--- src/rtl/ex_stage.sv ---
// Execute stage of a Y86-style pipeline: ALU, condition codes, branch/cmov condition,
// EX/MEM pipeline register with stall/bubble control and a RUN/HALTED machine.
module ex_stage #(
  parameter logic [3:0] RNONE = 4'hF
) (
  input  logic        clk,
  input  logic        rst,
  input  logic [3:0]  ex_icode,
  input  logic [3:0]  ex_ifun,
  input  logic [31:0] ex_valA,
  input  logic [31:0] ex_valB,
  input  logic [31:0] ex_valC,
  input  logic [3:0]  ex_dstE,
  input  logic [3:0]  ex_dstM,
  input  logic        set_cc_en,
  input  logic        stall,
  input  logic        bubble,
  output logic [3:0]  mem_icode,
  output logic        mem_cnd,
  output logic [31:0] mem_valE,
  output logic [31:0] mem_valA,
  output logic [3:0]  mem_dstE,
  output logic [3:0]  mem_dstM,
  output logic [2:0]  mem_stat,
  output logic [2:0]  cc_o,
  output logic        halted
);

  localparam logic [2:0] STAT_AOK = 3'd1;
  localparam logic [2:0] STAT_HLT = 3'd2;
  localparam logic [2:0] STAT_INS = 3'd4;

  typedef enum logic {S_RUN, S_HALTED} state_t;

  typedef struct packed {
    logic [3:0]  icode;
    logic        cnd;
    logic [31:0] val_e;
    logic [31:0] val_a;
    logic [3:0]  dst_e;
    logic [3:0]  dst_m;
    logic [2:0]  stat;
  } ex_mem_t;

  localparam ex_mem_t NOP = '{icode: 4'h1, cnd: 1'b0, val_e: 32'h0, val_a: 32'h0,
                              dst_e: RNONE, dst_m: RNONE, stat: STAT_AOK};

  ex_mem_t    ex_mem_q, ex_mem_d, computed;
  logic [2:0] cc_q, cc_d;
  state_t     state_q, state_d;

  logic [31:0] val_e;
  logic        cnd;
  logic        zf, sf, of;
  logic        new_of;
  logic [2:0]  stat;

  // cc_q is {ZF,SF,OF}; conditions always look at the pre-update value
  assign zf = cc_q[2];
  assign sf = cc_q[1];
  assign of = cc_q[0];

  always_comb begin
    val_e  = 32'h0;
    new_of = 1'b0;
    case (ex_icode)
      4'h2:       val_e = ex_valA;
      4'h3:       val_e = ex_valC;
      4'h4, 4'h5: val_e = ex_valB + ex_valC;
      4'h6: begin
        case (ex_ifun)
          4'h0: begin
            val_e  = ex_valB + ex_valA;
            new_of = (ex_valA[31] == ex_valB[31]) && (val_e[31] != ex_valA[31]);
          end
          4'h1: begin
            val_e  = ex_valB - ex_valA;
            new_of = (ex_valB[31] != ex_valA[31]) && (val_e[31] != ex_valB[31]);
          end
          4'h2:    val_e = ex_valB & ex_valA;
          4'h3:    val_e = ex_valB ^ ex_valA;
          default: val_e = 32'h0;
        endcase
      end
      4'h8, 4'hA: val_e = ex_valB - 32'd4;
      4'h9, 4'hB: val_e = ex_valB + 32'd4;
      default:    val_e = 32'h0;
    endcase
  end

  always_comb begin
    cnd = 1'b0;
    if (ex_icode == 4'h2 || ex_icode == 4'h7) begin
      case (ex_ifun)
        4'h0:    cnd = 1'b1;
        4'h1:    cnd = (sf ^ of) | zf;
        4'h2:    cnd = sf ^ of;
        4'h3:    cnd = zf;
        4'h4:    cnd = ~zf;
        4'h5:    cnd = ~(sf ^ of);
        4'h6:    cnd = ~(sf ^ of) & ~zf;
        default: cnd = 1'b0;
      endcase
    end
  end

  always_comb begin
    if (ex_icode == 4'h0)
      stat = STAT_HLT;
    else if (ex_icode > 4'hB || (ex_icode == 4'h6 && ex_ifun > 4'h3))
      stat = STAT_INS;
    else
      stat = STAT_AOK;
  end

  always_comb begin
    computed.icode = ex_icode;
    computed.cnd   = cnd;
    computed.val_e = val_e;
    computed.val_a = ex_valA;
    computed.dst_e = (ex_icode == 4'h2 && !cnd) ? RNONE : ex_dstE;
    computed.dst_m = ex_dstM;
    computed.stat  = stat;
  end

  // HALTED freezes everything; only reset leaves it
  always_comb begin
    ex_mem_d = ex_mem_q;
    cc_d     = cc_q;
    state_d  = state_q;
    if (state_q == S_RUN) begin
      if (!stall) begin
        if (bubble) begin
          ex_mem_d = NOP;
        end else begin
          ex_mem_d = computed;
          if (stat != STAT_AOK) state_d = S_HALTED;
        end
        if (ex_icode == 4'h6 && ex_ifun <= 4'h3 && set_cc_en)
          cc_d = {(val_e == 32'h0), val_e[31], new_of};
      end
    end
  end

  always_ff @(posedge clk or negedge rst) begin
    if (!rst) begin
      ex_mem_q <= NOP;
      cc_q     <= 3'b100;
      state_q  <= S_RUN;
    end else begin
      ex_mem_q <= ex_mem_d;
      cc_q     <= cc_d;
      state_q  <= state_d;
    end
  end

  assign mem_icode = ex_mem_q.icode;
  assign mem_cnd   = ex_mem_q.cnd;
  assign mem_valE  = ex_mem_q.val_e;
  assign mem_valA  = ex_mem_q.val_a;
  assign mem_dstE  = ex_mem_q.dst_e;
  assign mem_dstM  = ex_mem_q.dst_m;
  assign mem_stat  = ex_mem_q.stat;
  assign cc_o      = cc_q;
  assign halted    = (state_q == S_HALTED);

endmodule

--- config.mk ---
export PLATFORM = sky130hd
export DESIGN_NAME = ex_stage
export DESIGN_NICKNAME = d
export VERILOG_FILES = /design/src/rtl/ex_stage.sv
export SDC_FILE = /design/constraint.sdc
export NUM_CORES = 1
export LEC_CHECK = 0
export ABC_AREA = 1
export CORE_MARGIN = 5
export CORE_UTILIZATION = 39
export DETAILED_ROUTE_END_ITERATION = 10
export PLACE_DENSITY = 0.6
export SETUP_SLACK_MARGIN = 0.4
export SLEW_MARGIN = 20
export SYNTH_ARGS = -nofsm -noshare
export SYNTH_HDL_FRONTEND = slang
export SYNTH_SLANG_ARGS = --single-unit
--- constraint.sdc ---
create_clock -name clk -period 2.61 [get_ports clk]
set_clock_uncertainty 0.15 [all_clocks]
set_input_delay 0.783 -clock clk [delete_from_list [all_inputs] [get_ports clk]]
set_output_delay 0.783 -clock clk [all_outputs]
set_load 0.02 [all_outputs]
# == Word level (Yosys, flattened, before mapping) ==
# Index checks and enable logic that the tools add are counted.
# classes
n_addsub,5
n_lt_le_gt_ge,3
eq_ne,21
mux,14
bitwise_logic,9
reduce_logical,17
# op_table
cell,count
$pmux 32 s6,1
$pmux 32 s4,1
$mux 80,1
$add 32x32->32,2
$add 32x3->32 const B,1
$and 32x32->32,1
$logic_not 32->1,1
$sub 32x3->32 const B,1
$sub 32x32->32,1
$xor 32x32->32,1
$eq 4x3->1 const B,7
$eq 4x2->1 const B,4
$eq 4x4->1 const B,4
$logic_not 4->1,2
$pmux 1 s7,1
$logic_and 1x1->1,6
$mux 1,6
$mux 3,2
$reduce_or 2->1,3
$eq 4x1->1 const B,1
$gt 4x2->1 const B,1
$gt 4x4->1 const B,1
$le 4x2->1 const B,1
$mux 4,1
other kinds (12),18
# word_totals
register_bits,84
in_bits,117
out_inout_bits,84
wordCells,78

# == Logic depth before layout (Yosys ltp) ==
# logic_depth
ltp_word,10
mapped_depth,25
ltp_nobuf,24

# == Worst setup path after synthesis ==
# No wires, ideal clock.
# synth_timing
path_kind,in2reg
start,in ex_icode[0]
end,reg cc_q[2] (netlist: cc_o[2])
setup_ps,60
arrival_time_ps,2845
required_ps,2400
path_slack_ps,-445
stages,16
n_path_buf,2
path_cell_list,buf_4 nand3_4 buf_4 ha_1 inv_1 nor2_1 nand3_1 or2_1 nand3b_4 a21oi_1 nor2_1 nor2_1 nand3_1 nor2_1 nand2_1 nand2_1
# synth_via
elab_chain_len,4
elab_cells_between_ends,17
classes_between,9 x eq/ne; 1 x mux; 7 x reduce/logical
# synth_lines
element,line_no,source
from (decl),8,"input logic [3:0] ex_icode,"
$eq 4x4->1 (tied with other cells),66,case (ex_icode)
$reduce_or 2->1 or $logic_and 1x1->1 (tied branches),"66, 139",
$pmux 32 s6 or $logic_and 1x1->1 (tied branches),"66, 139",
$logic_not 32->1 or $reduce_and 3->1 (tied branches),n/a,
to (signal assigned),148,cc_q <= 3'b100;
to (signal assigned),152,cc_q <= cc_d;
to (decl),49,"logic [2:0] cc_q, cc_d;"
# Parallel ways exist; a longest one is shown, timed or not.
# A chain may end at the register's enable or synchronous reset.

# == Worst setup path after layout ==
# layout_timing
start,in ex_valB[6]
end,reg cc_q[2] (netlist: cc_o[2])
# layout_via
elab_chain_len,4
elab_cells_between_ends,10
classes_between,5 x add/sub; 2 x mux; 2 x bitwise; 1 x reduce/logical
# layout_lines
element,line_no,source
from (decl),11,"input logic [31:0] ex_valB,"
$sub 32x32->32 (tied with other cells),77,val_e = ex_valB - ex_valA;
$pmux 32 s4,71,case (ex_ifun)
$pmux 32 s6 *,66,
$logic_not 32->1 *,140,"cc_d = {(val_e == 32'h0), val_e[31], new_of};"
# Every way passes the cells marked *; elsewhere a longest branch is shown, timed or not.

==> impl_metrics.ini <==
[outcome]
status = finished, violations left
violations = negative setup slack

[hold_path]
hp-class = input pin to async pin

[setup_path]
critPathBufInv = 6
cpMostUsedCell = nand2_2
slowest_stage = ha_4
startpoint_type = input pin
critical_path.top_delay_family = simple AND/OR/NAND/NOR gates
path_cells = buf_6 > buf_12 > ha_4 > nand2_4 > buf_6 > nor2_4 > inv_2 > nor2_2 > nand2_2 > nand2_4 > buf_4 > buf_6 > nand2_2 > nand2_2 > nand2_1 > nand3_2 > nand3_4 > nand2_2 > nand3_2 > nor2_1 > nand3_2 > nor2_2 > nand2_1 > nand2_1
cp.arrival_ns = 3.35
endpoint_kind = flip-flop
cp_max_fo = 8
required_ns = 2.75
path_class = input pin to flip-flop
slowest_delay_ns = 0.36

[placed_design]
routabilityCongestion = 1.02
post-place-ws_ns = -1.54
placedCellCount = 3744
place_hpwl_mm = 61.7
io_buffers = 200

[clock_network]
cts.sinks = 84
clockRootBuffer = clkbuf_16
path_clk_slew_ns = 0.07
cts.htree.levels = 3
postCtsHoldBufs = 0
cts_buffers = 9
cts_tree = built
clk-insertion-delay-late_ns = 0.35
clockBufferDepth = 2

[timing]
slew_headroom_pct = 72.5
holdWs_ns = 0.204
fmax_mhz = 312
finalSetupViolCount = 28
worst_slew_pin_slew_ns = 0.412
rsz0062_at_grt = yes
finalHoldViolCount = 0
period_share_pct = 123
min_period_ns = 3.21
final_max_slew_viol_count = 0
setup-tns-final_ns = -9.62
fin_ws_ns = -0.599

[power_and_ir_drop]
combPwrFrac_pct = 65.1
peakVddDrop_mv = 0.334
power_frac_clock_pct = 18.1
p_seq_share_pct = 16.8
power.switching_w = 0.00329
total_leakage_power_nw = 13.5
cellPowerDensity_mw_per_mm2 = 290
intPower_w = 0.00446
swShare_pct = 42.5

[cells_and_area]
area_delta_synth_final_pct = 94.1
multi_input_area_sq_mm = 0.0137
final-seq-area_sq_mm = 0.00212
nFillCells = 2672
drive_gt1_share_pct = 48.4
fin_cells = 3913
layout.nets = 3670

[logic_synthesis]
synth-edff-count = 0
synthTopCellsByArea = nand2_1 (23%), dfrtp_1 (13%), inv_1 (11%), nand3_1 (11%), ha_1 (9.0%)
async_reset_ff_share_pct = 100
ys_seq_area_share_pct = 15.4
syn_area_sq_mm = 0.0138
ys_seq_elements = 84
avgSynthCellArea_sq_um = 5.42
synth_top_area_share_pct = 22.8
syn_inst = 2542
synth_top_area_cell = nand2_1
ys_warn_count = 0
syn_nets = 2761
ys_types = 50
synth_ff_type = dfrtp_1

[global_route]
antenna_found_initial = 3
grt_pass1_wl_mm = 120
grt_overflow = 0
grt.total_usage_pct = 39.1
grt_max_degree = 46
grt_pass1_vias = 21200

[die]
rows = 68
die-area_sq_mm = 0.0392
start_util_pct = 39.7
die_w_um = 198
pin_count = 201
design.core.area_sq_mm = 0.0347
die_y_um = 198

[detailed_routing]
detail-route-antenna-nets = 0
met2WireLength_mm = 37.7
drtPass1Iterations = 6
routedWlPerCell_um = 20.8
via_per_inst = 5.53
dr_wl_met3_mm = 6.51
vias = 21600
wl_mm = 81.6
drt_iter0_markers = 2176
wl_met1_mm = 33.3
maxUsedRoutingLayer = met5
drc = 0

[flow_run]
drv_cap = 0
-- area by class of cell --
cell class                      count  area share, %
Tap cell                          455           2.13
Clock buffer                       12          0.885
Sequential cell                    84           7.92
Timing Repair Buffer              975           31.7
Inverter                          400           5.85
Multi-Input combinational cell   1981           51.2
Clock inverter                      4          0.281
Antenna cell                        2         0.0187
-- what timing repair did --
item / in CTS / in global routing
gates cloned: 6 / 0
pin swaps: 347 / 159
gates resized for setup: 1125 / 238
setup endpoints to repair: 167 / 76
buffers inserted: 117 / 28
-- state kept, by name, indices dropped and copies added, names as in the netlist --
register	count
cc_o	3
halted	1
mem_cnd	1
mem_dstE	4
mem_dstM	4
mem_icode	4
mem_stat	3
mem_valA	32
mem_valE	32
-- Yosys cell counts (all sizes together) (6+ instances only) --
cell type  number
nand3         295
buf            33
dfstp          11
and2            6
a41oi          20
o21bai         11
clkbuf         45
or2             7
nor3           18
ha             99
inv           399
nor2          265
o21ai         149
nand3b         34
nand2         843
a22o           18
o22ai          22
dfrtp          73
nand4          34
a21oi         130
-- per-stage QoR --
stage          util, %  total power [W]  instance area [sq um]
5_1_grt           77.0          0.00809                  26700
4_1_cts           74.2          0.00726                  25700
3_5_place_dp      62.2          0.00498                  21600
3_3_place_gp      62.2          0.00495                  21600
2_1_floorplan        -          0.00310                  14700
6_report          77.0          0.00776                  26700
-- worst register-to-register path, stage by stage (launching register included) --
cell     delay [ns]
dfrtp_1        0.39
inv_1          0.12
nand2_2        0.12
nor3_1         0.26
nand3_1        0.12
nor2_1         0.11
nand2_1        0.07
nor3_2         0.11
nand3_1        0.12
nor2_2         0.14
nand3_2        0.11
nor2_4         0.13
nand3_2        0.09
nor2_2         0.08
nand2_1        0.06
nand2_1        0.06
-- logic make-up (layout without fill, tap and decap cells) --
group           after synthesis  count (layout)  share of synthesized area [%]
simple gates               1508            1509                           46.3
buf+inv                     478            1391                           13.5
compound gates              364             364                           15.0
fa+ha+maj                   102             102                           9.43
flops                        84              84                           15.4
xor+xnor                      6               6                          0.382
other cells                   0               2                              0
-- path summary, 6_finish.rpt --
path	from	endpoint	slack [ns]	cells past startpoint
max	ex_valB[6]	cc_o[2]$_DFFE_PN1P_	-0.60	24
min	rst	mem_icode[1]$_DFFE_PN0P_	0.20	1
max reg2reg	halted$_DFF_PN0_	cc_o[2]$_DFFE_PN1P_	0.31	15
min reg2reg	mem_valA[19]$_DFFE_PN0P_	mem_valA[19]$_DFFE_PN0P_	0.34	2
max in group asynchronous	rst	mem_dstM[0]$_DFFE_PN1P_	1.44	2
min in group clk	mem_valA[19]$_DFFE_PN0P_	mem_valA[19]$_DFFE_PN0P_	0.34	2
-- cells in the final DEF (no fill, tap or decap), drive strengths merged, types with 3 or more instances in the layout --
| cell type | instances |
|---|---|
| fa | 3 |
| clkbuf | 18 |
| nand4 | 34 |
| a41oi | 20 |
| o22a | 4 |
| inv | 397 |
| o22ai | 22 |
| nand3b | 34 |
| clkinvlp | 3 |
| a21oi | 130 |
| a22o | 18 |
| dlygate4sd2 | 122 |
| nor2 | 265 |
| dfstp | 11 |
| nand3 | 296 |
| nor4 | 3 |
| o21bai | 11 |
| o21a | 3 |
| nor3 | 18 |
| and2 | 6 |
| ha | 99 |
| clkdlybuf4s15 | 15 |
| o21ai | 149 |
| or2 | 7 |
| dfrtp | 73 |
| buf | 811 |
| xnor2 | 4 |
| clkdlybuf4s50 | 17 |
| dlymetal6s2s | 3 |
| nand2 | 843 |
-- routing by layer --
layer / GRT usage [%] / up-vias
met5: 0 / -
met4: 16.0 / 2
met3: 5.97 / 261
met2: 64.6 / 1114
met1: 51.2 / 10200
li1: - / 10000
-- power groups by stage --
| stage | logic (W) | registers [W] | clock network (W) |
|---|---|---|---|
| 5_1_grt | 0.00534 | 0.00130 | 0.00146 |
| 2_1_floorplan | 0.00177 | 0.00133 | 0 |
| 6_report | 0.00505 | 0.00130 | 0.00140 |
| 3_3_place_gp | 0.00362 | 0.00133 | 0 |
| 4_1_cts | 0.00457 | 0.00130 | 0.00139 |
| 3_5_place_dp | 0.00365 | 0.00133 | 0 |
Power figures use the tool's default switching activity.
